**config.mk**
```make
export PLATFORM = sky130hd
export DESIGN_NAME = kernel_top_stream_join2_flat
export DESIGN_NICKNAME = d
export VERILOG_FILES = /design/src/rtl/kernel_top_stream_join2_pkg.sv /design/src/rtl/kernel_top_stream_join2_if.sv /design/src/rtl/kernel_top_stream_join2_fifo_fwft.sv /design/src/rtl/kernel_top_stream_join2.sv /design/src/flat_wrapper.sv
export SDC_FILE = /design/constraint.sdc
export NUM_CORES = 1
export LEC_CHECK = 0
export CORE_AREA = 3 3 182 148
export DETAILED_ROUTE_END_ITERATION = 8
export DIE_AREA = 0 0 185 151
export PLACE_DENSITY = 0.66
export RECOVER_POWER = 25
export SYNTH_ARGS = -nofsm -noshare
export SYNTH_HDL_FRONTEND = slang
export SYNTH_SLANG_ARGS = --single-unit
```
**constraint.sdc**
```tcl
create_clock -name clk -period 2.7 [get_ports clk]
set_input_delay 0.27 -clock clk [delete_from_list [all_inputs] [get_ports clk]]
set_output_delay 0.27 -clock clk [all_outputs]
set_load 0.01 [all_outputs]
```
**src/rtl/kernel_top_stream_join2_pkg.sv**
```systemverilog
// Shared defaults for the two-stream join: word width, FIFO depth, pointer width.
// Also provides a constant-foldable clog2 so parameter defaults can be derived.
// No logic here; imported by the interface, FIFO and top.
package kernel_top_stream_join2_pkg;

  localparam int DEF_STREAMW = 34;
  localparam int DEF_DEPTH   = 4;

  function automatic int clog2(input int v);
    int r;
    r = 0;
    while ((1 << r) < v) r++;
    return r;
  endfunction

  localparam int DEF_AW = clog2(DEF_DEPTH);

  typedef logic [DEF_STREAMW-1:0] word_t;

endpackage

```
**src/rtl/kernel_top_stream_join2_if.sv**
```systemverilog
// Handshake bundle for the join: two input streams, one paired output, skew flag.
// Pure wiring, no latency.
// master drives valids/data/oready; slave (the join) drives readies/output/flag.
interface kernel_top_stream_join2_if
  import kernel_top_stream_join2_pkg::*;
#(
  parameter int STREAMW = DEF_STREAMW
);

  logic               ivalid_in1_s0;
  logic [STREAMW-1:0] in1_s0;
  logic               iready_in1_s0;
  logic               ivalid_in2_s0;
  logic [STREAMW-1:0] in2_s0;
  logic               iready_in2_s0;
  logic               ovalid_out1_s0;
  logic               oready_out1_s0;
  logic [STREAMW-1:0] out1_s0;
  logic [STREAMW-1:0] out2_s0;
  logic               skew_err;

  modport master (
    output ivalid_in1_s0, in1_s0, ivalid_in2_s0, in2_s0, oready_out1_s0,
    input  iready_in1_s0, iready_in2_s0, ovalid_out1_s0, out1_s0, out2_s0, skew_err
  );

  modport slave (
    input  ivalid_in1_s0, in1_s0, ivalid_in2_s0, in2_s0, oready_out1_s0,
    output iready_in1_s0, iready_in2_s0, ovalid_out1_s0, out1_s0, out2_s0, skew_err
  );

endinterface

```
**src/rtl/kernel_top_stream_join2_fifo_fwft.sv**
```systemverilog
// Elastic first-word-fall-through FIFO, DEPTH words of W bits.
// Latency: word written at edge k appears on rd_data right after edge k.
// Backpressure: full is from the registered count; writes while full are dropped.
module kernel_top_stream_fifo_fwft #(
  parameter int W     = 34,
  parameter int DEPTH = 4,
  parameter int AW    = 2
) (
  input  logic          clk,
  input  logic          rst,
  input  logic          wr_en,
  input  logic [W-1:0]  wr_data,
  input  logic          rd_en,
  output logic [W-1:0]  rd_data,
  output logic          full,
  output logic          empty,
  output logic [AW:0]   count
);

  localparam logic [AW:0] FULL_CNT = (AW+1)'(DEPTH);

  logic [W-1:0]  mem [DEPTH];
  logic [AW-1:0] wr_ptr;
  logic [AW-1:0] rd_ptr;
  logic [AW:0]   cnt;
  logic          wr_ok;
  logic          rd_ok;

  // Guard the handshakes locally so a misbehaving caller cannot corrupt the count.
  assign wr_ok   = wr_en && !full;
  assign rd_ok   = rd_en && !empty;
  assign full    = (cnt == FULL_CNT);
  assign empty   = (cnt == '0);
  assign count   = cnt;
  assign rd_data = mem[rd_ptr];

  // Storage is deliberately left unreset; the count alone decides validity.
  always_ff @(posedge clk) begin
    if (wr_ok) mem[wr_ptr] <= wr_data;
  end

  // Pointers wrap naturally at DEPTH (power of two); count is one bit wider than the pointers.
  always_ff @(posedge clk or posedge rst) begin
    if (rst) begin
      wr_ptr <= '0;
      rd_ptr <= '0;
      cnt    <= '0;
    end else begin
      if (wr_ok) wr_ptr <= wr_ptr + 1'b1;
      if (rd_ok) rd_ptr <= rd_ptr + 1'b1;
      case ({wr_ok, rd_ok})
        2'b10:   cnt <= cnt + 1'b1;
        2'b01:   cnt <= cnt - 1'b1;
        default: cnt <= cnt;
      endcase
    end
  end

endmodule

```
**src/rtl/kernel_top_stream_join2.sv**
```systemverilog
// Joins two skewed streams into one lockstep output via a FWFT FIFO per input.
// Latency: a word pushed at edge k can leave in cycle k+1 once its partner is present.
// Backpressure: iready_inN = not full (registered); both sides pop together on ovalid & oready.
module kernel_top_stream_join2
  import kernel_top_stream_join2_pkg::*;
#(
  parameter int STREAMW = DEF_STREAMW,
  parameter int DEPTH   = DEF_DEPTH,
  parameter int AW      = clog2(DEPTH)
) (
  input  logic                    clk,
  input  logic                    rst,
  kernel_top_stream_join2_if.slave s
);

  localparam logic [AW:0] FULL_CNT = (AW+1)'(DEPTH);

  logic               full1, full2, empty1, empty2;
  logic [AW:0]        count1, count2;
  logic [STREAMW-1:0] head1, head2;
  logic               iready1, iready2;
  logic               push1, push2, ovalid, pop;
  logic               skew_q;

  // Readies are held low during reset so nothing is accepted while state is being cleared.
  assign iready1 = !full1 && !rst;
  assign iready2 = !full2 && !rst;
  assign push1   = s.ivalid_in1_s0 && iready1;
  assign push2   = s.ivalid_in2_s0 && iready2;
  assign ovalid  = !empty1 && !empty2;
  assign pop     = ovalid && s.oready_out1_s0;

  assign s.iready_in1_s0  = iready1;
  assign s.iready_in2_s0  = iready2;
  assign s.ovalid_out1_s0 = ovalid;
  assign s.out1_s0        = ovalid ? head1 : '0;
  assign s.out2_s0        = ovalid ? head2 : '0;
  assign s.skew_err       = skew_q;

  kernel_top_stream_fifo_fwft #(.W(STREAMW), .DEPTH(DEPTH), .AW(AW)) u_fifo1 (
    .clk     (clk),
    .rst     (rst),
    .wr_en   (push1),
    .wr_data (s.in1_s0),
    .rd_en   (pop),
    .rd_data (head1),
    .full    (full1),
    .empty   (empty1),
    .count   (count1)
  );

  kernel_top_stream_fifo_fwft #(.W(STREAMW), .DEPTH(DEPTH), .AW(AW)) u_fifo2 (
    .clk     (clk),
    .rst     (rst),
    .wr_en   (push2),
    .wr_data (s.in2_s0),
    .rd_en   (pop),
    .rd_data (head2),
    .full    (full2),
    .empty   (empty2),
    .count   (count2)
  );

  // Sticky flag: one side saturated while the other has nothing means the skew exceeds DEPTH.
  always_ff @(posedge clk or posedge rst) begin
    if (rst) begin
      skew_q <= 1'b0;
    end else if (((count1 == FULL_CNT) && (count2 == '0)) ||
                 ((count2 == FULL_CNT) && (count1 == '0))) begin
      skew_q <= 1'b1;
    end
  end

endmodule

```
**src/flat_wrapper.sv**
```systemverilog
// flat-port wrapper written by rule: the top's interface ports become plain ports
module kernel_top_stream_join2_flat import kernel_top_stream_join2_pkg::*;
#(
  parameter int STREAMW = DEF_STREAMW,
  parameter int DEPTH   = DEF_DEPTH,
  parameter int AW      = clog2(DEPTH)
)
  (clk, rst, s_ivalid_in1_s0, s_in1_s0, s_ivalid_in2_s0, s_in2_s0, s_oready_out1_s0, s_iready_in1_s0, s_iready_in2_s0, s_ovalid_out1_s0, s_out1_s0, s_out2_s0, s_skew_err);
  kernel_top_stream_join2_if #(.STREAMW(STREAMW)) s_i ();
  input  logic clk;
  input  logic rst;
  input wire logic [$bits(s_i.ivalid_in1_s0)-1:0] s_ivalid_in1_s0;
  input wire logic [$bits(s_i.in1_s0)-1:0] s_in1_s0;
  input wire logic [$bits(s_i.ivalid_in2_s0)-1:0] s_ivalid_in2_s0;
  input wire logic [$bits(s_i.in2_s0)-1:0] s_in2_s0;
  input wire logic [$bits(s_i.oready_out1_s0)-1:0] s_oready_out1_s0;
  output wire logic [$bits(s_i.iready_in1_s0)-1:0] s_iready_in1_s0;
  output wire logic [$bits(s_i.iready_in2_s0)-1:0] s_iready_in2_s0;
  output wire logic [$bits(s_i.ovalid_out1_s0)-1:0] s_ovalid_out1_s0;
  output wire logic [$bits(s_i.out1_s0)-1:0] s_out1_s0;
  output wire logic [$bits(s_i.out2_s0)-1:0] s_out2_s0;
  output wire logic [$bits(s_i.skew_err)-1:0] s_skew_err;
  assign s_i.ivalid_in1_s0 = s_ivalid_in1_s0;
  assign s_i.in1_s0 = s_in1_s0;
  assign s_i.ivalid_in2_s0 = s_ivalid_in2_s0;
  assign s_i.in2_s0 = s_in2_s0;
  assign s_i.oready_out1_s0 = s_oready_out1_s0;
  assign s_iready_in1_s0 = s_i.iready_in1_s0;
  assign s_iready_in2_s0 = s_i.iready_in2_s0;
  assign s_ovalid_out1_s0 = s_i.ovalid_out1_s0;
  assign s_out1_s0 = s_i.out1_s0;
  assign s_out2_s0 = s_i.out2_s0;
  assign s_skew_err = s_i.skew_err;
  kernel_top_stream_join2 #(.STREAMW(STREAMW), .DEPTH(DEPTH), .AW(AW)) u_core (.clk(clk), .rst(rst), .s(s_i));
endmodule
```
==> qor.csv <==
stage;metric;value;unit
sta;rsz0062_at_grt;true;
synthesis;synth_area;11300;um^2
floorplan;core_area;25200;um^2
layout;nNetsFinal;781;
critical_path;cp-start-kind;flip-flop;
floorplan;initial_utilization;0.449;
place;portBuffers;144;
synthesis;synth_cells;516;
synthesis;synth_top_family_by_area;multiplexers;
global_routing;grt_max_degree;45;
power_and_ir_drop;p_total;15.4;mW
global_routing;antenna_found_initial;4;
detailed_routing;routed_wl;21300;um
synthesis;synthMuxAreaShare;0.143;
power_and_ir_drop;p_per_area;1070;nW/um^2
synthesis;syn_area_per_cell;21.9;um^2
place;dp_hpwl;12800;um
sta;fmax;0.378;GHz
clock_tree;cts_tree;built;
synthesis;synth_xor_area_frac;0.0101;
power_and_ir_drop;ir_drop;0.476;mV
detailed_routing;vias;5404;
layout;mostFrequentLayoutCells;edfxtp_1 (272), and2_1 (68), clkdlybuf4s50_1 (64), mux4_2 (56), dlygate4sd3_1 (42);
layout;fill_cells;1901;
critical_path;arrival;2.38;ns
sta;min_period;2.65;ns
detailed_routing;firstDrtPassIters;4;
clock_tree;clockBufferDepth;3;
sta;slew_headroom;0.592;
critical_path;worstPathMaxFanout;8;
global_routing;grt_usage;0.150;
floorplan;fp.dieW;185;um
critical_path;required;2.43;ns
floorplan;die_y;151;um
detailed_routing;wl_per_cell;20.4;um
floorplan;ios;145;
global_routing;grt_pass1_vias;5846;
clock_tree;cts_made_buffers;28;
run_status;status;completed;
synthesis;synth.ff_latch_count;287;
sta;finalClockSkew;0.0110;ns
critical_path;slowest_stage;dfrtp_4;
synthesis;ys_types;27;
critical_path;worst-setup-path-type;flip-flop to output pin;
critical_path;crit_chain;clkbuf_16, mux4_2, and2_1, clkdlybuf4s50_1;
critical_path;path_buf_inv;2;
clock_tree;hold_buffers;0;
power_and_ir_drop;leakage;5.21;nW
synthesis;yosysSeqAreaShare;0.755;
detailed_routing;route.detailed.drc;0;
place;gp_congestion;0.710;
critical_path;path_delay_family;buffers and inverters;
clock_tree;cts_max_level;1;
detailed_routing;drt-initial-drc-count;400;
synthesis;synth-compound-area-share;0.00320;
layout;area_growth;27.5;%
clock_tree;clkSinkCount;287;
clock_tree;root_buffer;clkbuf_16;
detailed_routing;viasPerCell;5.18;
sta;setup_viol_count_final;0;
sta;post-route-period-util;0.980;
layout;layout_commonest_cell;edfxtp_1;
sta;slew_viol_final;0;
run;max_cap_viol_count;0;
synthesis;synth-simple-area-share;0.0516;
layout;drive_gt1_frac;0.205;
clock_tree;insertion_delay;0.52;ns
global_routing;grt_pass1_wl;32500;um
detailed_routing;antenna_left;0;
min_path;worstHoldPathType;primary input to asynchronous set/reset pin;
sta;setup_tns;0;ns
sta;tightest_slew;0.612;ns
synthesis;synthAdderAreaFrac;0.0146;
global_routing;grt-ovfl-total;0;
critical_path;critPathCaptureType;output pin;
critical_path;slowest_delay;0.52;ns
floorplan;row_count;52;
clock_tree;clkTransAtPathRegs;0.06;ns
synthesis;ys_warn_count;0;
synthesis;synth_nets;601;
floorplan;die_area;27900;um^2
sta;hold_viol;0;
cell usage after synthesis, drive strengths merged:
library cell,instances,area [um^2]
a21oi,4,27.5
a31o,1,8.76
and2,76,475
buf,18,193
clkbuf,5,18.8
dfrtp,15,375
edfxtp,272,8170
fa,2,40.0
ha,10,125
inv,13,48.8
mux2,2,22.5
mux2i,2,20.0
mux4,68,1580
nand2,2,7.51
nand2b,2,12.5
nor2,5,26.3
nor3,4,42.5
nor3b,2,20.0
xnor2,4,35.0
xor2,9,78.8
sequential cells by signal, summed over array words and instances (netlist names):
signal / count
u_core.u_fifo2.wr_ptr: 2
u_core.s.skew_err: 1
u_core.u_fifo2.count: 3
u_core.u_fifo1.rd_ptr: 2
u_core.u_fifo1.mem: 136
u_core.u_fifo2.rd_ptr: 2
u_core.u_fifo1.count: 3
u_core.u_fifo2.mem: 136
u_core.u_fifo1.wr_ptr: 2
final timing paths:
path                                     startpoint                        end  slack (ns)  depth (start not counted)
setup / recovery           u_core.u_fifo2.rd_ptr[0]               s_out2_s0[6]        0.05                          4
hold / removal                                  rst    u_core.u_fifo1.count[0]        0.23                          2
setup reg to reg            u_core.u_fifo2.count[0]    u_core.u_fifo2.count[2]        0.52                          9
hold reg to reg                   u_core.s.skew_err          u_core.s.skew_err        0.49                          1
max in group asynchronous                       rst   u_core.u_fifo2.rd_ptr[0]        2.01                          2
min in group clk                       s_in2_s0[23]  u_core.u_fifo2.mem[2][23]        0.39                          1
through the flow:
stage | instances | util | hold WS (ns) | setup WS (ns) | cell area (um^2)
after floorplan | 516 | - | 0.171 | 0.659 | 11300
after global placement | 978 | 0.526 | 0.462 | 0.361 | 13300
after detailed placement | 978 | 0.526 | 0.473 | 0.350 | 13300
after CTS | 1034 | 0.563 | 0.240 | 0.00561 | 14200
after global routing | 1044 | 0.572 | 0.291 | -0.00335 | 14400
final | 1044 | 0.572 | 0.229 | 0.0537 | 14400
kinds of logic after synthesis:
| kind of cell | after synthesis |
|---|---|
| compound gates | 5 |
| xor+xnor | 13 |
| fa+ha+maj | 12 |
| buf+inv | 36 |
| flops | 287 |
| mux | 72 |
| simple gates | 91 |
layout make-up:
cell class	instances	area, um^2	share of cell area
antenna	2	5.00	0.000347
clock buffer	34	744	0.0516
timing repair buffer	173	2000	0.139
tap	324	405	0.0281
sequential	287	8550	0.593
multi-input combinational	193	2530	0.175
clock inverter	18	143	0.00988
inverter	13	48.8	0.00338
where the power goes:
group | total (mW) | internal [mW] | switching, mW
Sequential | 5.82 | 5.48 | 0.343
Clock | 3.70 | 2.15 | 1.54
Combinational | 5.89 | 3.38 | 2.51
what timing repair did:
item / in CTS / in global routing
endpoints found under the setup margin: 50 / 31
resized for setup: 6 / 35
buffers inserted: 4 / 5
cloned: 0 / 3
routing by layer:
metal	vias to the layer above	GRT usage	part of all wire
met4	4	0.0382	0.019
li1	2424	-	-
met2	122	0.251	0.50
met5	-	0	0.0011
met1	2817	0.208	0.44
met3	37	0.0274	0.043
(Power assumes the default switching activity.)
